`src/rtl/nash_pkg.sv`:
```
// rtl/nash_pkg.sv - shared types and width helpers for the Nash permutation engine
// Purpose: FSM state encoding, key byte field positions, table size derivation.
// Ports: none (package).
package nash_pkg;

  typedef enum logic [1:0] {
    IDLE = 2'd0,
    LOAD = 2'd1,
    RUN  = 2'd2
  } nash_fsm_e;

  // Bit of a key byte carrying the transform flag; next_state sits in the low bits.
  localparam int KEY_T_BIT = 7;

  // Entries per colour table.
  function automatic int nash_entries(input int state_width);
    return 1 << state_width;
  endfunction

  // Load counter spans both colours, so it needs one bit more than the state.
  function automatic int nash_cnt_width(input int state_width);
    return state_width + 1;
  endfunction

endpackage

```
`src/rtl/nash_perm_table.sv`:
```
// rtl/nash_perm_table.sv - red/blue permutation table storage
// Purpose: two 2^STATE_WIDTH x (STATE_WIDTH+1) arrays of {transform, next_state}.
// Ports:
//   i_clk    clock
//   i_we     write enable
//   i_waddr  {colour, index}; colour 0 = red, 1 = blue
//   i_wdata  {transform, next_state}
//   i_raddr  shared read index
//   o_red    red entry at i_raddr (combinational)
//   o_blue   blue entry at i_raddr (combinational)
module nash_perm_table
  import nash_pkg::*;
#(
  parameter int STATE_WIDTH = 4
) (
  input  logic                   i_clk,
  input  logic                   i_we,
  input  logic [STATE_WIDTH:0]   i_waddr,
  input  logic [STATE_WIDTH:0]   i_wdata,
  input  logic [STATE_WIDTH-1:0] i_raddr,
  output logic [STATE_WIDTH:0]   o_red,
  output logic [STATE_WIDTH:0]   o_blue
);

  localparam int N = nash_entries(STATE_WIDTH);

  // No reset: contents are only trusted once a full load has completed.
  logic [STATE_WIDTH:0] r_red  [N];
  logic [STATE_WIDTH:0] r_blue [N];

  always_ff @(posedge i_clk) begin
    if (i_we) begin
      if (i_waddr[STATE_WIDTH]) begin
        r_blue[i_waddr[STATE_WIDTH-1:0]] <= i_wdata;
      end else begin
        r_red[i_waddr[STATE_WIDTH-1:0]] <= i_wdata;
      end
    end
  end

  assign o_red  = r_red[i_raddr];
  assign o_blue = r_blue[i_raddr];

endmodule

```
`src/rtl/nash_perm_engine.sv`:
```
// rtl/nash_perm_engine.sv - Nash autokey bit engine with runtime-loaded tables
// Purpose: loads red/blue tables from a key byte stream, then steps the cipher
//          state one bit per handshake in encrypt or decrypt mode.
// Ports:
//   clk, rst_n                    clock, async active-low reset
//   load_start                    pulse, (re)start table load
//   key_valid/key_data/key_ready  key byte stream; load_done pulses after last byte
//   tables_valid                  tables hold a complete key
//   decrypt, resync               mode select, state resync pulse
//   in_valid/in_bit/in_ready      input bit stream
//   out_valid/out_bit/out_ready   registered result bit stream
//   state_o                       current cipher state
module nash_perm_engine
  import nash_pkg::*;
#(
  parameter int STATE_WIDTH = 4,
  parameter int INIT_STATE  = 0
) (
  input  logic                   clk,
  input  logic                   rst_n,
  input  logic                   load_start,
  input  logic                   key_valid,
  input  logic [7:0]             key_data,
  output logic                   key_ready,
  output logic                   load_done,
  output logic                   tables_valid,
  input  logic                   decrypt,
  input  logic                   resync,
  input  logic                   in_valid,
  input  logic                   in_bit,
  output logic                   in_ready,
  output logic                   out_valid,
  output logic                   out_bit,
  input  logic                   out_ready,
  output logic [STATE_WIDTH-1:0] state_o
);

  localparam int                     CW       = nash_cnt_width(STATE_WIDTH);
  localparam logic [CW-1:0]          LAST_CNT = '1;
  localparam logic [STATE_WIDTH-1:0] INIT     = STATE_WIDTH'(INIT_STATE);

  nash_fsm_e              r_fsm;
  nash_fsm_e              w_fsm_nxt;
  logic [CW-1:0]          r_cnt;
  logic                   r_tables_valid;
  logic                   r_load_done;
  logic                   r_out_valid;
  logic                   r_out_bit;
  logic [STATE_WIDTH-1:0] r_state;

  logic                   w_key_ready;
  logic                   w_in_ready;
  logic                   w_key_hs;
  logic                   w_last;
  logic                   w_in_hs;
  logic [STATE_WIDTH:0]   w_red;
  logic [STATE_WIDTH:0]   w_blue;
  logic                   w_t;
  logic                   w_p;
  logic [STATE_WIDTH-1:0] w_ns;
  logic                   w_unused;

  // load_start overrides any same-cycle handshake on either stream.
  assign w_key_hs = key_valid && (r_fsm == LOAD) && !load_start;
  assign w_last   = w_key_hs && (r_cnt == LAST_CNT);
  assign w_in_hs  = in_valid && w_in_ready && !load_start;

  nash_perm_table #(
    .STATE_WIDTH(STATE_WIDTH)
  ) u_table (
    .i_clk  (clk),
    .i_we   (w_key_hs),
    .i_waddr(r_cnt),
    .i_wdata({key_data[KEY_T_BIT], key_data[STATE_WIDTH-1:0]}),
    .i_raddr(r_state),
    .o_red  (w_red),
    .o_blue (w_blue)
  );

  // Transform always comes from red; the plaintext bit picks the successor colour.
  assign w_t  = w_red[STATE_WIDTH];
  assign w_p  = decrypt ? (in_bit ^ w_t) : in_bit;
  assign w_ns = w_p ? w_red[STATE_WIDTH-1:0] : w_blue[STATE_WIDTH-1:0];

  // Blue transform and the spare key bits carry no meaning for the step.
  assign w_unused = &{1'b0, key_data, w_blue[STATE_WIDTH]};

  always_ff @(posedge clk or negedge rst_n) begin
    if (!rst_n) begin
      r_fsm <= IDLE;
    end else begin
      r_fsm <= w_fsm_nxt;
    end
  end

  always_comb begin
    w_fsm_nxt   = r_fsm;
    w_key_ready = 1'b0;
    w_in_ready  = 1'b0;
    case (r_fsm)
      IDLE: ;
      LOAD: begin
        w_key_ready = 1'b1;
        if (w_last) w_fsm_nxt = RUN;
      end
      RUN: begin
        w_in_ready = !r_out_valid || out_ready;
      end
      default: w_fsm_nxt = IDLE;
    endcase
    if (load_start) w_fsm_nxt = LOAD;
  end

  always_ff @(posedge clk or negedge rst_n) begin
    if (!rst_n) begin
      r_cnt          <= '0;
      r_tables_valid <= 1'b0;
      r_load_done    <= 1'b0;
      r_out_valid    <= 1'b0;
      r_out_bit      <= 1'b0;
      r_state        <= INIT;
    end else begin
      r_load_done <= 1'b0;
      if (load_start) begin
        r_tables_valid <= 1'b0;
        r_out_valid    <= 1'b0;
        r_cnt          <= '0;
      end else begin
        if (w_key_hs) begin
          if (w_last) begin
            r_cnt          <= '0;
            r_load_done    <= 1'b1;
            r_tables_valid <= 1'b1;
            r_state        <= INIT;
          end else begin
            r_cnt <= r_cnt + 1'b1;
          end
        end
        // Output bit is in ^ t in both modes; only the successor choice differs.
        if (w_in_hs) begin
          r_out_bit   <= in_bit ^ w_t;
          r_out_valid <= 1'b1;
          r_state     <= w_ns;
        end else if (r_out_valid && out_ready) begin
          r_out_valid <= 1'b0;
        end
        // Placed last so resync wins the state update over a coincident step.
        if (resync && (r_fsm == RUN)) begin
          r_state <= INIT;
        end
      end
    end
  end

  assign key_ready    = w_key_ready;
  assign in_ready     = w_in_ready;
  assign load_done    = r_load_done;
  assign tables_valid = r_tables_valid;
  assign out_valid    = r_out_valid;
  assign out_bit      = r_out_bit;
  assign state_o      = r_state;

endmodule
```
`config.mk`:
```
export PLATFORM = sky130hd
export DESIGN_NAME = nash_perm_engine
export DESIGN_NICKNAME = d
export VERILOG_FILES = /design/src/rtl/nash_pkg.sv /design/src/rtl/nash_perm_table.sv /design/src/rtl/nash_perm_engine.sv
export SDC_FILE = /design/constraint.sdc
export NUM_CORES = 1
export LEC_CHECK = 0
export ABC_AREA = 1
export ABC_CLOCK_PERIOD_IN_PS = 2100
export CAP_MARGIN = 15
export CORE_MARGIN = 4
export CORE_UTILIZATION = 53
export CTS_BUF_LIST = sky130_fd_sc_hd__clkbuf_4
export CTS_CLUSTER_DIAMETER = 200
export DETAILED_ROUTE_END_ITERATION = 10
export GPL_TIMING_DRIVEN = 0
export PLACE_DENSITY = 0.76
export SLEW_MARGIN = 20
export SYNTH_ARGS = -nofsm -noshare
export SYNTH_HDL_FRONTEND = slang
export SYNTH_HIERARCHICAL = 1
export SYNTH_SLANG_ARGS = --single-unit
```
`constraint.sdc`:
```
create_clock -name clk -period 2.1 [get_ports clk]
set_input_delay 0.42 -clock clk [delete_from_list [all_inputs] [get_ports clk]]
set_output_delay 0.42 -clock clk [all_outputs]
set_load 0.02 [all_outputs]
```
Word-level counts from Yosys, hierarchy flattened --
Memory sizes are Yosys's and may differ from the RTL's. Cells that the tools add are included.
Storage, ports and cells: register bits 15, bits in writable memories 160, word-level logic and storage cells 67, input port bits 17, memories kept 2, output and inout bits 10
Memory list:
- u_table.r_blue | words 16, width 5, read ports 1, clocked after memory_dff 0, write ports 1, line nash_perm_table.sv:29 | logic [STATE_WIDTH:0] r_blue [N];
- u_table.r_red | words 16, width 5, read ports 1, clocked after memory_dff 0, write ports 1, line nash_perm_table.sv:28 | logic [STATE_WIDTH:0] r_red [N];
Operators by class: reductions and logical operators 21, add/sub/neg operators 1, bitwise logic cells 2, equal/unequal tests 5, multiplexer cells 29
Operators by type and width (count):
- $mux W4 | 5
- $mux W1 | 18
- $mux W5 | 3
- $reduce_bool A3 Y1 | 3
- $logic_and A1 B1 Y1 | 7
- $reduce_and A2 Y1 | 3
- $add A5 B1 Y5 const B | 1
- $eq A5 B5 Y1 const B | 1
- $mux W2 | 2
- $pmux W2 S2 | 1
- $reduce_bool A2 Y1 | 2
- $ne A3 B3 Y1 const B | 1
- $reduce_and A3 Y1 | 1
- $eq A2 B1 Y1 const B | 1
- $eq A2 B2 Y1 const B | 1
- $logic_not A1 Y1 | 2
- $logic_not A2 Y1 | 1
- $ne A2 B1 Y1 const B | 1
- $reduce_or A2 Y1 | 1
- $logic_or A1 B1 Y1 | 1
- $not A1 Y1 | 1
- $xor A1 B1 Y1 | 1

Longest topological paths before layout --
depth after elaboration 8, depth in mapped cells 15, mapped depth without buffers 13

Modules after synthesis --
Netlist, hierarchy kept.
By module, submodules not included:
- nash_perm_table | cells an instance 712, seq. area each 4804.6 um^2, times used 1, area an instance 7141.8 um^2
- nash_perm_engine | cells an instance 111, seq. area each 375.4 um^2, times used 1, area an instance 854.6 um^2

Worst setup path after synthesis --
No wires, ideal clock.
path type register -> register, from register r_fsm[1], to memory u_table/r_blue[10][0] in the netlist's numbering (enable), data arrival time 1.378 ns, clock period less this slack 1.717 ns, path slack 0.383 ns, cell stages (with the launch flop) 7, path buffers 1, data required time 1.761 ns, library setup time 0.339 ns, cell sequence dfrtp_1 -> inv_2 -> nand3_1 -> nor2_2 -> nand2_1 -> clkbuf_1 -> nor2_1
On the way: longest elaborated chain between the ends 5
RTL lines:
- start, declared | line nash_perm_engine.sv:42 | nash_fsm_e r_fsm;
- start signal, assigned | line nash_perm_engine.sv:92 | r_fsm <= w_fsm_nxt;
- $eq A2 B1 Y1 | line nash_perm_engine.sv:64 | assign w_key_hs = key_valid && (r_fsm == LOAD) && !load_start;
- $logic_and A1 B1 Y1 (2 in a row) | line nash_perm_engine.sv:64
- via w_key_hs | line nash_perm_engine.sv:53 | logic w_key_hs;
- $mux W1 | line nash_perm_table.sv:32 | if (i_we) begin
- $mux W1 (not written as such) | line nash_perm_table.sv:34 | r_blue[i_waddr[STATE_WIDTH-1:0]] <= i_wdata;
- end, declared | line nash_perm_table.sv:29
The timed path passes the listed nets, and every way through them passes these cells.

Final worst setup path --
from register r_fsm[1], to memory u_table/r_red[15][3] in the netlist's numbering (enable)
On the way: longest elaborated chain between the ends 5
RTL lines:
- $eq A2 B1 Y1 | line nash_perm_engine.sv:64
- $logic_and A1 B1 Y1 (2 in a row) | line nash_perm_engine.sv:64
- via w_key_hs | line nash_perm_engine.sv:53
- $mux W1 | line nash_perm_table.sv:32
- $mux W1 (not written as such) | line nash_perm_table.sv:36 | r_red[i_waddr[STATE_WIDTH-1:0]] <= i_wdata;
- end, declared | line nash_perm_table.sv:28
The timed path passes the listed nets, and every way through them passes these cells.

==> flow_metrics.tcl <==
set metrics [dict create \
    fin_skew_ns 0.01138 \
    holdWs_ns 0.2520 \
    critPathMaxFanout 10 \
    finalCritPeriodShare_pct 97.40 \
    relSlewSlack_pct 50.32 \
    hold_viol 0 \
    cts_tree "yes" \
    clock-sinks 159 \
    crit_chain "inv_2 -> nand3_1 -> nor2_2 -> nand2_2 -> buf_2 -> nor2_2" \
    io_pins 27 \
    cap_violations 0 \
    io_buffers 23 \
    grt_pass1_vias 5168 \
    dieHeight_um 125.6 \
    antenna_found_initial 0 \
    rows 42 \
    synth_warnings 6 \
    critPathSlowestCell "dfrtp_1" \
    min_path_type "input pin to asynchronous set/reset pin" \
    worst_pin_slew_ns 0.7428 \
    synth_area_um2 7332 \
    setup_viol 0 \
    utilization_pct 60.92 \
    grt_pass1_wl_um 26390 \
    path_common_cell "nor2_2" \
    diodes 0 \
    rsz0062_at_grt "false" \
    final_cell_area_um2 8163 \
    first_iter_violations 466 \
    place_congestion 0.9339 \
    ctsHtreeMaxLevel 4 \
    overflow 0 \
    final_layout_size_suffix_gt1_share_pct 12.47 \
    clkTransAtPathRegs_ns 0.13 \
    via_per_inst 5.267 \
    wl_um 16890 \
    worstPathRequired_ns 2.34 \
    hpwl_um 11880 \
    dr.pass1.iters 5 \
    clockBufferDepth 2 \
    antenna_left 0 \
    path_class "register to register" \
    finalNonFillerCells 994 \
    cellPowerDensity_nw_per_um2 720.0 \
    core_um2 13400 \
    synth_fp_nets 781 \
    fmax_mhz 488.9 \
    syn_inst 762 \
    critPathCaptureType "register" \
    cp.arrival_ns 2.29 \
    cp-start-kind "register" \
    ctsHoldBuffers 0 \
    grt_max_degree 33 \
    cpPeakStageDelay_ns 0.42 \
    dp_cells 961 \
    die_w_um 125.6 \
    avgSynthCellArea_um2 9.622 \
    grt_usage_pct 22.16 \
    clk_latency_ns 0.57 \
    vdd_ir_drop_max_uv 677.7 \
    timing_max_transition_violations_final 0 \
    drc 0 \
    outcome "completed" \
    syn2layout_area_growth_pct 11.33 \
    cts-root-buf "clkbuf_4" \
    dr_total_vias 5235 \
    wl_per_cell_um 16.99 \
    p_leak_nw 3.541 \
    dieArea_um2 15780 \
    numCtsBuffers 17 \
    final_nets 824 \
    min_period_ns 2.045 \
    initial_core_util_pct 54.72 \
    finalPower_mw 5.877 \
    dpl_cell_area_um2 7762 \
]
[power by group]
part / switching, mW / total (mW) / internal (mW)
clock: 1.05 / 2.01 / 0.956
combinational: 0.251 / 0.332 / 0.0808
sequential: 0.0397 / 3.54 / 3.50
total: 1.34 / 5.88 / 4.53
[worst max-delay path, delay by kind of cell, from the launching register on]
family	cells	cell delay, ns
and+or+nand+nor	4	0.92
buffers and inverters	2	0.39
DFF	1	0.42
[area by class of cell]
cell class                 count  area [um^2]
sequential                   159         4700
clock inverter                14        191.4
buffer                        33        235.2
timing repair buffer          24        212.7
clock buffer                  18        135.1
inverter                     140        530.5
fill                        1137         5238
tap                          176        220.2
multi-input combinational    430         1938
[per-layer routing]
metal,global-route usage (%),vias to the layer above,part of all wire [%]
met5,0,-,0
met3,4.657,46,6.2
met4,10.40,0,3.5
li1,-,2517,-
met1,27.28,2476,40
met2,37.57,196,50
[placed cells by master (no fill, tap or decap), types with 3 or more instances in the layout]
cell and instances:
nand2_1 239, edfxtp_1 144, inv_1 133, nand3_1 124
nor2_1 25, nor2_2 20, clkbuf_4 18, buf_2 15
dfrtp_1 15, clkdlybuf4s50_1 14, buf_4 9, buf_6 9
inv_2 5, nor2_4 4, nand4_1 4, bufinv_16 4
clkbuf_1 4, clkinv_4 3, clkinvlp_4 3
[flip-flops by register name, indices dropped and copies added, names as in the netlist]
signal          count
load_done           1
u_table/r_red      80
out_valid           1
state_o             4
out_bit             1
u_table/r_blue     64
tables_valid        1
r_fsm               2
r_cnt               5
[what timing repair did]
item                                    in CTS  in global routing
endpoints found under the setup margin      81                 85
resized for setup                           21                 15
gates cloned                                 0                  0
pin swaps                                    0                  1
buffers inserted                             0                  1
[metrics by stage]
step,TNS (ns),setup WS [ns]
final,0,0.05451
after global routing,0,0.001232
after CTS,-1.064,-0.07569
after detailed placement,-61.55,-0.6190
after global placement,-63.96,-0.5850
after floorplan,0,0.4059
[path summary, 6_finish.rpt]
check | from | endpoint | slack, ns | cells past startpoint
min | rst_n | state_o[0] | 0.25 | 1
max reg2reg | r_fsm[1] | u_table/r_red[15][3] | 0.05 | 6
min in group clk | key_data[1] | u_table/r_red[5][1] | 0.42 | 1
min reg2reg | tables_valid | tables_valid | 0.54 | 2
max | r_fsm[1] | u_table/r_red[15][3] | 0.05 | 6
max in group asynchronous | rst_n | r_cnt[3] | 1.41 | 1
(Power assumes the default switching activity.)
==> patch 1 (config.mk and constraints unchanged) <==
Reset style: synchronous (`rst_n`), changed in 2 clocked blocks. Comments in the files are not updated.
--- a/src/rtl/nash_perm_engine.sv
+++ b/src/rtl/nash_perm_engine.sv
@@ -86,5 +86,5 @@
   assign w_unused = &{1'b0, key_data, w_blue[STATE_WIDTH]};
 
-  always_ff @(posedge clk or negedge rst_n) begin
+  always_ff @(posedge clk) begin
     if (!rst_n) begin
       r_fsm <= IDLE;
@@ -112,5 +112,5 @@
   end
 
-  always_ff @(posedge clk or negedge rst_n) begin
+  always_ff @(posedge clk) begin
     if (!rst_n) begin
       r_cnt          <= '0;
Function: differs if rst_n is asserted again (counterexample within 4 cycles, from zero or initial values and one cycle with rst_n low); with rst_n held inactive, the same outputs for 10 cycles.
==> patch 1 against the original RTL <==
  * Sequential cell count stayed put
  * Die area is 0.74% lower
  * Setup slack better by 0.013 ns
  * Wire length is 1.7% higher
  * Critical endpoint is now u_table/r_red[1][4]$_DFFE_PP_
  * Cell area is 0.86% lower
  * Largest cell class unchanged
  * Area after synthesis down 0.78%
  * Highest routed layer unchanged
Power is not compared: it rests on default switching activity, and its combinational part moved more than twofold at a synthesized area within 25%.
==> patch 1: results (changes against the original RTL) <==
cell family with most CP delay simple AND/OR/NAND/NOR gates; LEAKAGE 3.37 nW; H-tree depth 4 (unchanged); vias in the first global route 4940 (-4.4%); initial antenna violation count 1 (+1); post_cts resized 12 (-43%); HPWL after DPL 11.7 mm (-1.4%); Place WS -0.675 ns (-0.0559 ns); Max IR drop VDD 0.000304 V; slowest CP cell dfxtp_1; Clock Skew 0.0150 ns (+0.00364 ns); Via-to-Cell Ratio 5.35 (+1.6%); Net Count, Synth 779 (-0.26%); Hold Crit Class primary input to register; DRT iter0 DRCs 746 (+60%); Vias 5302 (+1.3%); worst-path fanout max 10 (unchanged); final WL 17.2 mm (+1.7%); status finished clean; GP Congestion 0.949 (+1.6%); Layout Nets 821 (-0.36%); Rel. slew slack 0.531 (+0.0279); fraction of layout cells with a size suffix above 1 0.123 (-0.00184); GR Util All Layers 0.225 (+0.00357); CTS Buffer Depth 2 (unchanged); Post-Synthesis Cells 760 (-0.26%); dpl cells 959 (-0.21%); first drt pass iteration count 5 (unchanged); Worst EP arrival 2.29 ns (about the same); Clock Latency Late Sink 0.57 ns (about the same); fillers 1082 (-4.8%); Post-CTS Setup Inserts 0 (unchanged); Clock Tree Root clkbuf_4; first-pass GRT wire length 26.8 mm (+1.5%); crit-path max cell delay 0.39 ns (-0.03 ns)
## patch 1: final timing paths
kind	start	end	slack, ns	cells past startpoint
min reg2reg	out_bit$_SDFFE_PN0P_	out_bit$_SDFFE_PN0P_	0.45	2
min	key_data[1]	u_table/r_blue[14][1]$_DFFE_PP_	0.40	1
max	r_fsm[0]$_SDFFE_PN0P_	u_table/r_red[1][4]$_DFFE_PP_	0.07	7
max reg2reg	r_fsm[0]$_SDFFE_PN0P_	u_table/r_red[1][4]$_DFFE_PP_	0.07	7
## patch 1: worst reg2reg max path, cell delays in order (launching register included)
cell,delay [ns]
dfxtp_1,0.39
inv_1,0.08
nor2_4,0.17
nand2_4,0.11
clkinv_4,0.09
nand2_1,0.26
buf_4,0.34
nor2_2,0.28
## patch 1: final cells by class
type | instances | share of cell area
Inverter | 143 | 0.0679
Sequential cell | 159 | 0.572
Clock buffer | 20 | 0.0186
Timing Repair Buffer | 23 | 0.0261
Clock inverter | 11 | 0.0175
Antenna cell | 1 | 0.000309
Buffer | 33 | 0.0305
Multi-Input combinational cell | 425 | 0.240
Tap cell | 176 | 0.0272
## patch 1: through the flow
stage | area [sq um] | hold WS [ns]
after floorplan | 7270 | 0.497
after global placement | 7720 | 0.432
after detailed placement | 7700 | 0.440
after CTS | 8010 | 0.382
after global routing | 8090 | 0.381
final | 8090 | 0.396
## patch 1: metal layers
metal	global-route usage	part of all wire
met5	0	0
met4	0.0874	0.027
met3	0.0640	0.098
met2	0.341	0.46
met1	0.310	0.41
## patch 1: power by group
group          internal (mW)  switching, mW  leakage [nW]  total, mW
combinational         0.0342          0.101          1.80      0.136
sequential              3.45        0.00361          1.42       3.45
clock                  0.853           1.02         0.157       1.87
total                   4.33           1.13          3.37       5.46
==> patch 2 (same flow settings) <==
Made on the original files. Encoding of `nash_fsm_e`: now one-hot (3 bits for 3 states).
--- a/src/rtl/nash_pkg.sv
+++ b/src/rtl/nash_pkg.sv
@@ -4,8 +4,8 @@
 package nash_pkg;
 
-  typedef enum logic [1:0] {
-    IDLE = 2'd0,
-    LOAD = 2'd1,
-    RUN  = 2'd2
+  typedef enum logic [2:0] {
+    IDLE = 3'b001,
+    LOAD = 3'b010,
+    RUN  = 3'b100
   } nash_fsm_e;
 
Function: no difference found for any inputs over 10 cycles, from zero or initial values and one cycle with rst_n low; not proved beyond that.
==> patch 2 against the original RTL <==
  * Via count up 3.0%
  * Highest routed layer unchanged
  * Total power down 0.86%
  * Sequential cell count up 1
  * Final cell count up 0.20%
  * Area after synthesis up 0.36%
  * Setup slack better by 0.027 ns
  * Cell area up 2.8%
  * Sequential power about the same
  * Fmax up 1.3%
  * Wire length up 3.3%
  * First-iteration DRC count up 2.4%
==> patch 2: results (changes against the original RTL) <==
Reg area 0.00473 sq mm (+0.59%); Data buffer area share 0.0649 (+0.0100); clock slew at reported path FFs 0.13 ns (about the same); Via-to-Cell Ratio 5.41 (+2.8%); Avg Cell Area, Syn 9.68 sq um (+0.62%); Multi-input gate area 0.00208 sq mm (+7.4%); GP Congestion 0.946 (+1.3%); LEAKAGE 3.64 nW (+2.7%); port buffer count 23 (unchanged); Worst EP arrival 2.21 ns (-0.08 ns); Max IR drop VDD 0.000853 V (+26%); Layout Nets 827 (+0.36%); worst-path fanout max 7 (-3); vias in the first global route 5217 (+0.95%); Setup Crit Path Kind register to register; HPWL after DPL 11.8 mm (-0.61%); # clk buffers 17 (-1); fillers 1111 (-2.3%); max FFs per register 80 (unchanged); GR Util All Layers 0.222 (+0.000823); dpl cells 959 (-0.21%); Clock Latency Late Sink 0.56 ns; Rel. slew slack 0.479 (-0.0245); reg2reg setup slack 0.08 ns (+0.03 ns); Wirelength per Cell 17.5 um (+3.1%); end point of the critical path u_table/r_red[14][2]$_DFFE_PP_; net switching power 1.31 mW (-2.6%); ClkCell Share 0.0358 (-0.00421); initial antenna violation count 0 (unchanged); first drt pass iteration count 5 (unchanged); Reg-to-Reg Start r_fsm[2]$_DFFE_PN0P_; slowest CP cell nor2_1; clock share of power 0.328 (-0.014); fraction of layout cells with a size suffix above 1 0.152 (+0.0277); first-pass GRT wire length 26.6 mm (+0.68%); crit-path max cell delay 0.51 ns (+0.09 ns); Signal buffers 62 (+8.8%); num sequential 160 (+0.63%); WHS 0.277 ns (+0.0246 ns); Hold Crit Class primary input to asynchronous set/reset pin; worst-case reg-to-reg path depth 7 (+1); DRT iter0 DRCs 477 (+2.4%); Clock Skew 0.0214 ns (+0.0101 ns); yosys warns 6 (unchanged); Clock Tree Root clkbuf_4; number of multi-input logic gates 433 (+0.70%); fin cells 996 (+0.20%); H-tree depth 4 (unchanged); Net Count, Synth 779 (-0.26%); Signal inverters 134 (-4.3%); remaining antenna violation count after routing 0 (unchanged); CTS Buffer Depth 2 (unchanged); status finished clean; Reg power frac 0.609 (+0.007)
patch 2: metal layers:
metal,share of wire,track usage
met1,0.39,0.275
met2,0.50,0.379
met3,0.074,0.0474
met4,0.030,0.0978
met5,0,0
patch 2: timing repair:
item                       in CTS  in global routing
gates cloned                    0                  1
pin swaps                       0                  6
setup endpoints to repair      95                122
setup buffers                   0                  6
gates resized for setup        27                 54
patch 2: per-stage QoR:
| step | total power [mW] | cell area [sq um] | TNS (ns) | worst slack [ns] | utilization |
|---|---|---|---|---|---|
| floorplan | 3.76 | 7360 | 0 | 0.279 | - |
| global placement | 3.92 | 7810 | -57.78 | -0.507 | 0.583 |
| detailed placement | 3.94 | 7790 | -48.51 | -0.535 | 0.581 |
| CTS | 5.83 | 8130 | -0.979 | -0.0387 | 0.607 |
| global route | 6.04 | 8390 | -0.0333 | -0.0113 | 0.626 |
| finish | 5.83 | 8390 | 0 | 0.0815 | 0.626 |
